[src/rtl/dac_setpoint_ctrl.sv]
// ----------------------------------------------------------------------------
// dac_setpoint_ctrl
//
// Turns two push-buttons (up/down) into an 8-bit DAC set-point. It loads every
// new code into an external 8-bit serial DAC over a CS_N/SCLK/DIN link.
//
// Each button goes through three stages:
//   - a 2-flop synchroniser;
//   - a stability-counter debouncer;
//   - a rising-edge detector that produces a 1-cycle press pulse.
//
// Each press moves the code by STEP and saturates at 0x00 / 0xFF. A press
// that actually changes the code marks a reload as pending. The serial FSM
// then ships the latched code MSB first:
//   - din changes on SCLK falling edges;
//   - the DAC samples din on SCLK rising edges.
//
// Optional build macro: AUTO_REPEAT_EN
//   When defined, a held button generates extra press pulses. The first one
//   comes REPEAT_DELAY cycles after the press; the rest follow every
//   REPEAT_RATE cycles.
//
// Ports:
//   clk       in   system clock
//   rst       in   asynchronous reset, active-low
//   btn_up    in   raw up button, active-high, asynchronous to clk
//   btn_down  in   raw down button, active-high, asynchronous to clk
//   dac_val   out  [7:0] current DAC code (feeds the 7-segment display stage)
//   dac_cs_n  out  DAC chip select, active-low
//   dac_sclk  out  DAC serial clock, idle low
//   dac_din   out  DAC serial data, MSB first
//   busy      out  high while a serial transfer (including its CS_N
//                  high-hold) is in progress
// ----------------------------------------------------------------------------
module dac_setpoint_ctrl #(
    parameter logic [19:0] DEBOUNCE_CLK = 20'd1000000,
    parameter logic [7:0]  STEP         = 8'd1,
    parameter logic [7:0]  SCLK_DIV     = 8'd4
`ifdef AUTO_REPEAT_EN
    ,
    parameter logic [25:0] REPEAT_DELAY = 26'd50000000,
    parameter logic [25:0] REPEAT_RATE  = 26'd10000000
`endif
) (
    input  logic       clk,
    input  logic       rst,
    input  logic       btn_up,
    input  logic       btn_down,
    output logic [7:0] dac_val,
    output logic       dac_cs_n,
    output logic       dac_sclk,
    output logic       dac_din,
    output logic       busy
);

    typedef enum logic [1:0] {
        IDLE  = 2'd0,
        SHIFT = 2'd1,
        DONE  = 2'd2
    } state_t;

    // Index 0 = up button, index 1 = down button.
    logic [1:0]  sync1, sync2;
    logic [1:0]  lvl, lvl_q;
    logic [19:0] db_cnt [2];
    logic [1:0]  press_edge;
    logic [1:0]  press;

    // ------------------------------------------------------------------------
    // Synchronise and debounce
    // ------------------------------------------------------------------------
    always_ff @(posedge clk or negedge rst) begin
        if (!rst) begin
            sync1     <= '0;
            sync2     <= '0;
            lvl       <= '0;
            lvl_q     <= '0;
            db_cnt[0] <= '0;
            db_cnt[1] <= '0;
        end else begin
            sync1 <= {btn_down, btn_up};
            sync2 <= sync1;
            lvl_q <= lvl;
            for (int unsigned i = 0; i < 2; i++) begin
                if (sync2[i] == lvl[i]) begin
                    db_cnt[i] <= '0;
                end else if (db_cnt[i] == DEBOUNCE_CLK - 20'd1) begin
                    lvl[i]    <= sync2[i];
                    db_cnt[i] <= '0;
                end else begin
                    db_cnt[i] <= db_cnt[i] + 20'd1;
                end
            end
        end
    end

    assign press_edge = lvl & ~lvl_q;

`ifdef AUTO_REPEAT_EN
    // ------------------------------------------------------------------------
    // Auto-repeat
    //
    // rep_cnt counts cycles since the press pulse (phase 0) or since the last
    // repeat (phase 1). A hit re-arms the counter to 1 so that the next
    // REPEAT_RATE interval is measured from the repeat pulse itself. Hits
    // still re-arm while both buttons are held; only the pulse is suppressed.
    // ------------------------------------------------------------------------
    logic [25:0] rep_cnt [2];
    logic [1:0]  rep_phase;
    logic [1:0]  rep_hit;
    logic [1:0]  rep_pulse;

    always_comb begin
        rep_hit   = '0;
        rep_pulse = '0;
        for (int unsigned i = 0; i < 2; i++) begin
            rep_hit[i]   = lvl[i] &&
                           (rep_phase[i] ? (rep_cnt[i] == REPEAT_RATE)
                                         : (rep_cnt[i] == REPEAT_DELAY));
            rep_pulse[i] = rep_hit[i] & ~(&lvl);
        end
    end

    always_ff @(posedge clk or negedge rst) begin
        if (!rst) begin
            rep_cnt[0] <= '0;
            rep_cnt[1] <= '0;
            rep_phase  <= '0;
        end else begin
            for (int unsigned i = 0; i < 2; i++) begin
                if (!lvl[i]) begin
                    rep_cnt[i]   <= '0;
                    rep_phase[i] <= 1'b0;
                end else if (rep_hit[i]) begin
                    rep_cnt[i]   <= 26'd1;
                    rep_phase[i] <= 1'b1;
                end else begin
                    rep_cnt[i]   <= rep_cnt[i] + 26'd1;
                end
            end
        end
    end

    assign press = press_edge | rep_pulse;
`else
    assign press = press_edge;
`endif

    // ------------------------------------------------------------------------
    // Saturating code update
    // ------------------------------------------------------------------------
    logic       step_up, step_dn;
    logic [8:0] sum9, dif9;
    logic [7:0] val_nxt;
    logic       changed;
    logic       pending;
    logic       launch;

    always_comb begin
        step_up = press[0] & ~press[1];
        step_dn = press[1] & ~press[0];
        sum9    = {1'b0, dac_val} + {1'b0, STEP};
        dif9    = {1'b0, dac_val} - {1'b0, STEP};
        val_nxt = dac_val;
        if (step_up) begin
            val_nxt = sum9[8] ? 8'hFF : sum9[7:0];
        end else if (step_dn) begin
            // A borrow out of bit 8 means the result would go below zero.
            val_nxt = dif9[8] ? 8'h00 : dif9[7:0];
        end
        changed = (val_nxt != dac_val);
    end

    // A change in the same cycle as a launch must keep pending set: the
    // launch latched the old code.
    always_ff @(posedge clk or negedge rst) begin
        if (!rst) begin
            dac_val <= '0;
            pending <= 1'b1;
        end else begin
            dac_val <= val_nxt;
            pending <= changed | (pending & ~launch);
        end
    end

    // ------------------------------------------------------------------------
    // Serial transfer FSM
    //
    // shreg holds the bits still to be sent, MSB aligned. Bit 7 goes out on
    // din at launch; the rest follow on each falling SCLK edge.
    // ------------------------------------------------------------------------
    state_t      state, state_n;
    logic [7:0]  div_cnt, div_n;
    logic [3:0]  half_cnt, half_n;
    logic [7:0]  shreg, shreg_n;
    logic        cs_n_q, cs_n_n;
    logic        sclk_q, sclk_n;
    logic        din_q, din_n;
    logic        busy_q, busy_n;

    always_ff @(posedge clk or negedge rst) begin
        if (!rst) begin
            state    <= IDLE;
            div_cnt  <= '0;
            half_cnt <= '0;
            shreg    <= '0;
            cs_n_q   <= 1'b1;
            sclk_q   <= 1'b0;
            din_q    <= 1'b0;
            busy_q   <= 1'b0;
        end else begin
            state    <= state_n;
            div_cnt  <= div_n;
            half_cnt <= half_n;
            shreg    <= shreg_n;
            cs_n_q   <= cs_n_n;
            sclk_q   <= sclk_n;
            din_q    <= din_n;
            busy_q   <= busy_n;
        end
    end

    always_comb begin
        state_n = state;
        div_n   = div_cnt;
        half_n  = half_cnt;
        shreg_n = shreg;
        cs_n_n  = cs_n_q;
        sclk_n  = sclk_q;
        din_n   = din_q;
        busy_n  = busy_q;
        launch  = 1'b0;
        case (state)
            IDLE: begin
                if (pending) begin
                    launch  = 1'b1;
                    shreg_n = {dac_val[6:0], 1'b0};
                    din_n   = dac_val[7];
                    cs_n_n  = 1'b0;
                    busy_n  = 1'b1;
                    div_n   = '0;
                    half_n  = '0;
                    state_n = SHIFT;
                end
            end
            SHIFT: begin
                if (div_cnt == SCLK_DIV - 8'd1) begin
                    div_n  = '0;
                    sclk_n = ~sclk_q;
                    half_n = half_cnt + 4'd1;
                    if (sclk_q) begin
                        // Falling edge: next bit, or end of frame after the 8th.
                        if (half_cnt == 4'd15) begin
                            cs_n_n  = 1'b1;
                            din_n   = 1'b0;
                            state_n = DONE;
                        end else begin
                            din_n   = shreg[7];
                            shreg_n = {shreg[6:0], 1'b0};
                        end
                    end
                end else begin
                    div_n = div_cnt + 8'd1;
                end
            end
            DONE: begin
                if (div_cnt == SCLK_DIV - 8'd1) begin
                    div_n   = '0;
                    busy_n  = 1'b0;
                    state_n = IDLE;
                end else begin
                    div_n = div_cnt + 8'd1;
                end
            end
            default: begin
                state_n = IDLE;
            end
        endcase
    end

    assign dac_cs_n = cs_n_q;
    assign dac_sclk = sclk_q;
    assign dac_din  = din_q;
    assign busy     = busy_q;

endmodule

[config.mk]
export PLATFORM = sky130hd
export DESIGN_NAME = dac_setpoint_ctrl
export DESIGN_NICKNAME = d
export VERILOG_FILES = /design/src/rtl/dac_setpoint_ctrl.sv
export SDC_FILE = /design/constraint.sdc
export NUM_CORES = 1
export LEC_CHECK = 0
export BUFFER_PORTS_ARGS = -buffer_cell sky130_fd_sc_hd__buf_4
export CORE_MARGIN = 4
export CORE_UTILIZATION = 30
export CTS_CLUSTER_DIAMETER = 100
export DETAILED_ROUTE_END_ITERATION = 16
export GPL_TIMING_DRIVEN = 0
export PLACE_DENSITY_LB_ADDON = 0.12
export SLEW_MARGIN = 5
export SYNTH_ARGS = -nofsm -noshare
export SYNTH_HDL_FRONTEND = slang
export SYNTH_SLANG_ARGS = --single-unit
[constraint.sdc]
create_clock -name clk -period 4.1 [get_ports clk]
set_clock_uncertainty 0.1 [all_clocks]
set_input_delay 0.41 -clock clk [delete_from_list [all_inputs] [get_ports clk]]
set_output_delay 0.41 -clock clk [all_outputs]
set_load 0.01 [all_outputs]
==> impl_metrics.csv, run 1 <==
group,metric,value,unit
routing,totalWireLength,8730,µm
pwr,ir_worst_vdd,0.198,mV
routing,via_count,3113,
sta,setup_viol,0,
die,die_x,126,µm
routing,wire_per_inst,13.8,µm
die,io_pins,16,
global_route,grt_max_degree,83,
clock_tree,cts_resized,0,
synth,syn_inst,428,
sta,rsz0062_at_grt,"false",
clock_tree,ctsHoldBuffers,0,
clock_tree,clock-root-buffer,"clkbuf_16",
sta,period_needed,2.63,ns
synth,ys_types,47,
sta,slew_headroom,31.5,%
global_route,grt_first_pass_wirelength,15300,µm
global_route,grt_pass1_vias,3166,
sta,hold_viol,0,
die,dieHeight,126,µm
clock_tree,clock-sinks,82,
synth,synth_largest_area_cell,"dfrtp_1",
global_route,antenna_found_initial,0,
worst_setup_path,r2r_slack,1.47,ns
sta,setup_tns,0,ns
routing,antenna_left,0,
placement,placedCellCount,619,
synth,ys_seq_area_share,49.6,%
clock_tree,clkLatencyLatePin,0.33,ns
placement,place.gp.congestion,0.788,
worst_setup_path,critPathLaunchType,"register",
synth,syn_area,4140,µm²
cells_and_area,seq_area,2050,µm²
placement,io_buffers,15,
routing,drt_iter0_drc,176,
die,core-area,13400,µm²
worst_setup_path,endpoint,"db_cnt[14]",
cells_and_area,fin_area,4770,µm²
routing,drc,0,
synth,ys.flop_type,"dfrtp_1",
worst_setup_path,crit_type,"register to register",
synth,synth.avg_cell_area,9.68,µm²
synth,yosysMostFrequentCell,"dfrtp_1",
sta,drv_slew,0,
worst_setup_path,crit_start,"db_cnt[0]",
clock_tree,cts_buffers,9,
routing,dr.pass1.iters,4,
worst_setup_path,critPathRequiredTime,4.20,ns
synth,netlist.area_leader.share,48.3,%
synth,synth-seq-cells,82,
die,initial_core_util,30.9,%
synth,synthArstFlopShare,100,%
worst_setup_path,worstReg2RegStart,"db_cnt[0]",
synth,ys_warn_count,0,
pwr,powerDensity,348,nW/µm²
run_status,status,"finished, final reports clean",
cells_and_area,layout-drive-gt1-share,9.80,%
global_route,track_usage,11.7,%
worst_setup_path,crit_arrival,2.73,ns
die,dieArea,15800,µm²
placement,hpwlAfterDp,5960,µm
worst_setup_path,end_kind,"register",
cells_and_area,fill_cells,1371,
cells_and_area,finalNetCount,467,
synth,synth-edff-count,0,
clock_tree,clk_path_buf_depth,2,
global_route,overflow,0,
worst_setup_path,cp_max_fo,10,
cells_and_area,area_delta_synth_final,15.1,%
sta,timing.final.crit_share,64.1,%
cells_and_area,antennaDiodeCount,0,
placement,dpl_cell_area,4480,µm²
clock_tree,cts_tree,"yes",
synth,synth.area.top_cells,"dfrtp_1 48%, nor2_1 5.9%, xor2_1 5.5%, nand3_1 3.4%, nand2_1 3.3%",
sta,holdWs,0.0823,ns
cells_and_area,layout.cells.non_filler,635,
sta,worst_pin_slew,1.03,ns
clock_tree,htreeDepth,3,
die,rows,42,
worst_setup_path,r2r_cells,8,
pwr,leakage,2.09,nW
routing,vias_per_cell,4.90,
worst_setup_path,reg2reg_to,"db_cnt[14]",
synth,ys_top_cells_by_count,"80 x dfrtp_1, 65 x nor2_1, 36 x nand2_1, 28 x nand3_1, 26 x xor2_1",
hold_path,hold_class,"primary input to register",
clock_tree,clk_pin_slew,0.06,ns
cells_and_area,multiInputGateArea,2020,µm²
synth,syn-num-nets,441,
clock_tree,post_cts.repair.setup_buffers,0,
flow_run,drv_cap,0,
sta,max_freq,0.380,GHz
==> where the power goes <==
| part | switching, mW | internal [mW] |
|---|---|---|
| combinational | 0.0270 | 0.00850 |
| sequential | 0.00624 | 0.816 |
| clock | 0.327 | 0.473 |
==> cell usage in the layout, fill, tap and decap left out, types with 8 or more instances in the layout <==
cell type	Yosys	routed
nor2_1	65	65
mux2i_1	12	12
dfrtp_1	80	80
clkbuf_1	7	8
nand4_1	8	8
buf_4	0	15
xnor2_1	13	13
xor2_1	26	26
o21ai_0	15	15
ha_1	9	9
and3_1	17	17
a21oi_1	18	18
clkbuf_16	0	9
nand2_1	36	36
inv_1	9	9
nor3_1	9	9
nand3_1	28	28
==> cell families (layout without fill, tap and decap cells) <==
logic type	after synthesis	after routing	synth area share [%]
AOI/OAI and AO/OA	64	64	10.1
xor gates and xnor gates	39	39	8.25
adders and majority gates	9	9	2.72
buffers and inverters	18	49	1.66
DFF	82	82	49.6
muxes	14	14	3.44
and+or+nand+nor	202	202	24.2
==> state kept, by name (all words and copies together) (netlist names) <==
register  count
sync1         2
shreg         7
pending       1
div_cnt       8
half_cnt      4
dac_cs_n      1
db_cnt       40
busy          1
dac_val       8
lvl           2
dac_sclk      1
lvl_q         2
state         2
sync2         2
dac_din       1
==> stage by stage <==
step,setup slack [ns],total power [mW],util [%]
global route,1.23,1.74,35.6
CTS,1.44,1.69,35.6
global placement,1.46,0.875,33.4
finish,1.47,1.66,35.6
floorplan,1.74,0.850,-
detailed placement,1.46,0.875,33.4
==> area by class of cell <==
cell class                 instances  area share (%)
buffer                             9           0.735
clock buffer                      10            4.80
clock inverter                     6            1.36
inverter                           9           0.708
multi-input combinational        328            42.3
sequential                        82            43.1
tap                              176            4.62
timing repair buffer              15            2.36
==> critical path, cell delays in order (launching register included) <==
cell	delay, ns
dfrtp_1	0.39
ha_1	0.22
nand2_1	0.08
or2_2	0.30
nor3_1	0.34
or2_2	0.17
clkbuf_1	0.37
clkbuf_1	0.42
nor2_1	0.10
==> layer usage <==
metal | global-route usage, % | vias up | part of all wire, %
met5 | 0 | - | 0
met4 | 3.64 | 0 | 1.1
met3 | 3.11 | 6 | 3.1
met2 | 18.5 | 37 | 46
met1 | 15.8 | 1501 | 50
li1 | - | 1569 | -
==> worst min-delay path by stage <==
stage | startpoint | to | cells after the start
floorplan | rst | busy | 0
global placement | sync1[1] | sync2[1] | 0
detailed placement | sync1[1] | sync2[1] | 0
CTS | btn_down | sync1[1] | 1
global route | btn_up | sync1[0] | 1
finish | btn_down | sync1[1] | 1
Power figures use the tool's default switching activity.
==> inputs of run 2 (changes only) <==
- clock period: 4.1 -> 2.5 ns (I/O delays scaled with it)
==> run 2 against run 1 <==
  * Setup slack got worse by 1.4 ns
  * First-iteration DRC count decreased by 18%
  * Sequential power increased by 64%
  * Flip-flop and latch count unchanged
  * Worst hold slack got worse by 0.076 ns
  * Sequential share of layout area decreased by 0.51 points
  * Combinational power increased by 70%
  * Global-route usage about the same
  * Power increased by 64%
  * Critical endpoint is now pending
==> impl_metrics.csv, run 2 (synthesis results as in run 1) <==
group,metric,value,unit
sta,hold_viol,0,
run_status,status,"finished, final reports clean",
pwr,seq_power_share,49.5,%
worst_setup_path,end_kind,"register",
placement,io_buffers,15,
cells_and_area,layout.cells.non_filler,640,
die,initial_core_util,30.9,%
global_route,grt_pass1_vias,3170,
global_route,overflow,0,
die,core-area,13400,µm²
clock_tree,clk_pin_slew,0.06,ns
worst_setup_path,critPathRequiredTime,2.65,ns
sta,drv_slew,0,
pwr,ir_worst_vdd,0.325,mV
worst_setup_path,critPathLaunchType,"register",
pwr,pwr-share-comb,2.2,%
pwr,p_sw,0.592,mW
clock_tree,cts_buffers,9,
routing,drc,0,
flow_run,drv_cap,0,
die,die_x,126,µm
clock_tree,clk_path_buf_depth,2,
routing,antenna_left,0,
sta,setup_viol,0,
placement,hpwlAfterDp,5960,µm
pwr,pwr-share-clk,48.2,%
global_route,grt_max_degree,83,
die,io_pins,16,
sta,timing.final.crit_share,97.3,%
worst_setup_path,r2r_cells,5,
cells_and_area,mostFrequentLayoutCell,"dfrtp_1",
pwr,netSwitchingFraction,21.8,%
cells_and_area,fin_area,4840,µm²
sta,period_needed,2.43,ns
cells_and_area,finalNetCount,472,
worst_setup_path,path_depth,5,
clock_tree,cts_tree,"yes",
worst_setup_path,worstPathCellList,"or3_4, or4b_4, a2111oi_4, a31oi_1, or3_1",
pwr,finalPower,2.72,mW
cells_and_area,antennaDiodeCount,0,
cells_and_area,regMostFlops,"db_cnt",
worst_setup_path,cp_max_fo,9,
sta,setup_tns,0,ns
placement,placedCellCount,619,
worst_setup_path,crit_type,"register to register",
clock_tree,clkLatencyLatePin,0.33,ns
pwr,leakage,2.12,nW
cells_and_area,final_cell_mix,"77 x dfrtp_1, 65 x nor2_1, 36 x nand2_1, 28 x nand3_1, 26 x xor2_1",
placement,dpl_cell_area,4480,µm²
sta,worst_pin_slew,1.03,ns
die,dieHeight,126,µm
clock_tree,htreeDepth,3,
worst_setup_path,slowest_stage,"or4b_4",
clock_tree,clock-root-buffer,"clkbuf_16",
worst_setup_path,slowest_delay,0.56,ns
hold_path,hold_class,"primary input to asynchronous set/reset pin",
sta,rsz0062_at_grt,"false",
cells_and_area,reg.largest.list,"db_cnt (40), dac_val (8), div_cnt (8)",
pwr,powerDensity,563,nW/µm²
pwr,intPower,2.13,mW
worst_setup_path,crit_arrival,2.58,ns
routing,totalWireLength,8810,µm
global_route,antenna_found_initial,0,
cells_and_area,layout-drive-gt1-share,12.1,%
routing,wire_per_inst,13.8,µm
routing,drt_iter0_drc,145,
routing,vias_per_cell,4.92,
sta,slew_headroom,31.5,%
worst_setup_path,cpLargestDelayFamily,"simple AND/OR/NAND/NOR gates",
worst_setup_path,cp.buffers_inverters,0,
routing,dr.pass1.iters,4,
routing,via_count,3147,
cells_and_area,largest_register_ffs,40,
global_route,track_usage,11.8,%
global_route,grt_first_pass_wirelength,15400,µm
die,dieArea,15800,µm²
die,rows,42,
sta,max_freq,0.411,GHz
cells_and_area,area_delta_synth_final,16.7,%
placement,place.gp.congestion,0.788,
clock_tree,clock-sinks,82,
run 2: changes by cell type in the layout (fill, tap and decap cells not counted), sizes merged:
cell and change:
buf +4, clkbuf -1, dlygate4sd3 +2
run 2: metrics by stage:
| step | utilization [%] | hold slack [ns] | worst slack (ns) |
|---|---|---|---|
| after global placement | 33.4 | 0.234 | -0.145 |
| after detailed placement | 33.4 | 0.243 | -0.143 |
| after global routing | 36.1 | 0.103 | 0.00976 |
| after floorplan | - | -0.146 | 0.140 |
| after CTS | 35.9 | 0.0576 | 0.0182 |
| final | 36.1 | 0.00651 | 0.0681 |
run 2: final timing paths:
kind | start | to | slack [ns]
worst max-delay path | dac_val[5] | pending | 0.07
worst min-delay path | rst | dac_val[4] | 0.007
worst max register to register | dac_val[5] | pending | 0.07
worst min register to register | sync1[1] | sync2[1] | 0.25
max in group asynchronous | rst | dac_val[1] | 1.58
min in group clk | sync1[1] | sync2[1] | 0.25
run 2: final cells by class:
| cell class | instances | area (µm²) |
|---|---|---|
| sequential | 82 | 2060 |
| multi-input combinational | 328 | 2030 |
| clock inverter | 6 | 65.1 |
| buffer | 8 | 32.5 |
| timing repair buffer | 21 | 163 |
| tap | 176 | 220 |
| clock buffer | 10 | 229 |
| fill | 1367 | 8560 |
| inverter | 9 | 33.8 |
run 2: metal layers:
metal | vias to the layer above | part of all wire [%] | routed length, µm | global-route usage [%]
met5 | - | 0 | 0 | 0
met4 | 0 | 1.1 | 96 | 3.64
met3 | 7 | 3.3 | 295 | 3.11
met2 | 34 | 46 | 4040 | 18.6
met1 | 1526 | 50 | 4370 | 15.9
li1 | 1580 | - | - | -
run 2: power groups by stage:
stage,registers (mW),clock network (mW),logic [mW]
3_5_place_dp,1.37,0,0.0625
5_1_grt,1.35,1.43,0.0743
2_1_floorplan,1.37,0,0.0240
3_3_place_gp,1.37,0,0.0623
6_report,1.35,1.31,0.0605
4_1_cts,1.35,1.37,0.0651
run 2: what timing repair did:
item | in CTS | in global routing
resized for setup | 5 | 2
hold buffers | 2 | 0
hold endpoints to repair | 2 | 0
cloned | 0 | 0
setup endpoints to repair | 14 | 1
buffers inserted | 1 | 3
==> inputs of run 3 (changes only) <==
- HOLD_SLACK_MARGIN: not set -> 0.1
==> run 3 against run 2 <==
  * Combinational power up 2%
  * Critical endpoint unchanged
  * Non-clock buffer count up 1
  * Flip-flop and latch count unchanged
  * Maximum frequency hardly changed
  * First-iteration DRC count increased by 8.3%
  * Sequential share of layout area decreased by 0.088 points
==> impl_metrics.csv, run 3 (synthesis results as in run 1) <==
group,metric,value,unit
flow_run,drv_cap,0,
sta,holdWs,0.250,ns
cells_and_area,finalNetCount,473,
cells_and_area,largest_register_ffs,40,
sta,layout_setup_ws,0.0675,ns
clock_tree,clk_pin_slew,0.06,ns
cells_and_area,antennaDiodeCount,0,
die,dieHeight,126,µm
clock_tree,clock-sinks,82,
global_route,grt_max_degree,83,
worst_setup_path,critPathRequiredTime,2.65,ns
worst_setup_path,slowest_stage,"or4b_4",
hold_path,hold_class,"register to register",
global_route,grt_first_pass_wirelength,15400,µm
routing,wire_per_inst,13.8,µm
die,io_pins,16,
placement,hpwlAfterDp,5960,µm
cells_and_area,mostFrequentLayoutCell,"dfrtp_1",
sta,hold_viol,0,
pwr,ir_worst_vdd,0.325,mV
worst_setup_path,critPathLaunchType,"register",
routing,drc,0,
routing,totalWireLength,8820,µm
routing,vias_per_cell,4.91,
worst_setup_path,end_kind,"register",
sta,worst_pin_slew,1.03,ns
die,initial_core_util,30.9,%
cells_and_area,area_delta_synth_final,17.0,%
routing,via_count,3149,
worst_setup_path,cp_max_fo,9,
cells_and_area,final_cell_mix,"77 x dfrtp_1, 65 x nor2_1, 36 x nand2_1, 28 x nand3_1, 26 x xor2_1",
clock_tree,clk_path_buf_depth,2,
global_route,grt_use_met2,18.5,%
placement,placedCellCount,619,
pwr,leakage,2.13,nW
pwr,powerDensity,562,nW/µm²
sta,drv_slew,0,
global_route,grt_pass1_vias,3181,
clock_tree,clkLatencyLatePin,0.33,ns
sta,setup_tns,0,ns
sta,setup_viol,0,
cells_and_area,fin_area,4850,µm²
die,dieArea,15800,µm²
routing,antenna_left,0,
global_route,overflow,0,
placement,dpl_cell_area,4480,µm²
clock_tree,htreeDepth,3,
worst_setup_path,crit_type,"register to register",
sta,max_freq,0.411,GHz
clock_tree,clock-root-buffer,"clkbuf_16",
global_route,met3_usage,3.11,%
die,die_x,126,µm
cells_and_area,layout-drive-gt1-share,12.0,%
placement,place.gp.congestion,0.788,
sta,period_needed,2.43,ns
cells_and_area,layout.cells.non_filler,641,
run_status,status,"finished, final reports clean",
global_route,use_met1,15.9,%
placement,dp_slack,-0.143,ns
clock_tree,cts_buffers,9,
global_route,antenna_found_initial,0,
cells_and_area,reg.largest.list,"db_cnt (40), dac_val (8), div_cnt (8)",
sta,slew_headroom,31.2,%
placement,io_buffers,15,
cells_and_area,postLayoutCoreUtil,36.2,%
global_route,track_usage,11.8,%
worst_setup_path,slowest_delay,0.56,ns
pwr,finalPower,2.72,mW
routing,dr.pass1.iters,4,
sta,rsz0062_at_grt,"false",
routing,drt_iter0_drc,157,
worst_setup_path,worstPathCellList,"or3_4, or4b_4, a2111oi_4, a31oi_1, or3_1",
die,core-area,13400,µm²
cells_and_area,regMostFlops,"db_cnt",
global_route,top_usage_layer,"met2",
worst_setup_path,crit_arrival,2.58,ns
sta,timing.final.crit_share,97.3,%
die,rows,42,
worst_setup_path,cp.buffers_inverters,0,
worst_setup_path,cpLargestDelayFamily,"simple AND/OR/NAND/NOR gates",
clock_tree,cts_tree,"yes",
==> run 3: changes by cell type in the layout (fill, tap and decap cells not counted) <==
| cell | previous run | this run |
|---|---|---|
| dlygate4sd3_1 | 2 | 3 |
==> run 3: final timing paths <==
kind | from | endpoint | slack, ns | depth (start not counted)
max | dac_val[5] | pending | 0.07 | 5
min | sync1[1] | sync2[1] | 0.25 | 0
max reg2reg | dac_val[5] | pending | 0.07 | 5
min reg2reg | sync1[1] | sync2[1] | 0.25 | 0
max in group asynchronous | rst | dac_val[1] | 1.04 | 2
min in group asynchronous | rst | dac_val[4] | 0.55 | 2
==> run 3: metal layers <==
metal / share of wire [%] / wire length, µm
met1: 50 / 4400
met2: 46 / 4070
met3: 2.9 / 253
met4: 1.1 / 96
met5: 0 / 0
==> run 3: cell type report <==
| cell class | instances | area (µm²) |
|---|---|---|
| plain buffers | 8 | 32.5 |
| clock buffers | 10 | 229 |
| clock inverters | 6 | 65.1 |
| fillers | 1364 | 8550 |
| inverters | 9 | 33.8 |
| multi-input cells | 328 | 2030 |
| flip-flops and latches | 82 | 2060 |
| well taps | 176 | 220 |
| repair buffers | 22 | 173 |
==> run 3: timing repair <==
| action | in CTS | in global routing |
|---|---|---|
| resized for setup | 5 | 2 |
| hold endpoints to repair | 82 | 0 |
| buffers inserted | 1 | 3 |
| endpoints found under the setup margin | 14 | 1 |
| hold buffers | 3 | 0 |
==> run 3: worst register-to-register path: cells and delay by family (launching register included) <==
family / cells / cell delay (ns)
simple gates: 3 / 1.37
flops: 1 / 0.47
compound gates: 2 / 0.42
==> run 3: power by group <==
part           switching (mW)  total [mW]  internal (mW)
clock network           0.538        1.31          0.776
registers              0.0101        1.35           1.34
logic                  0.0448      0.0618         0.0170
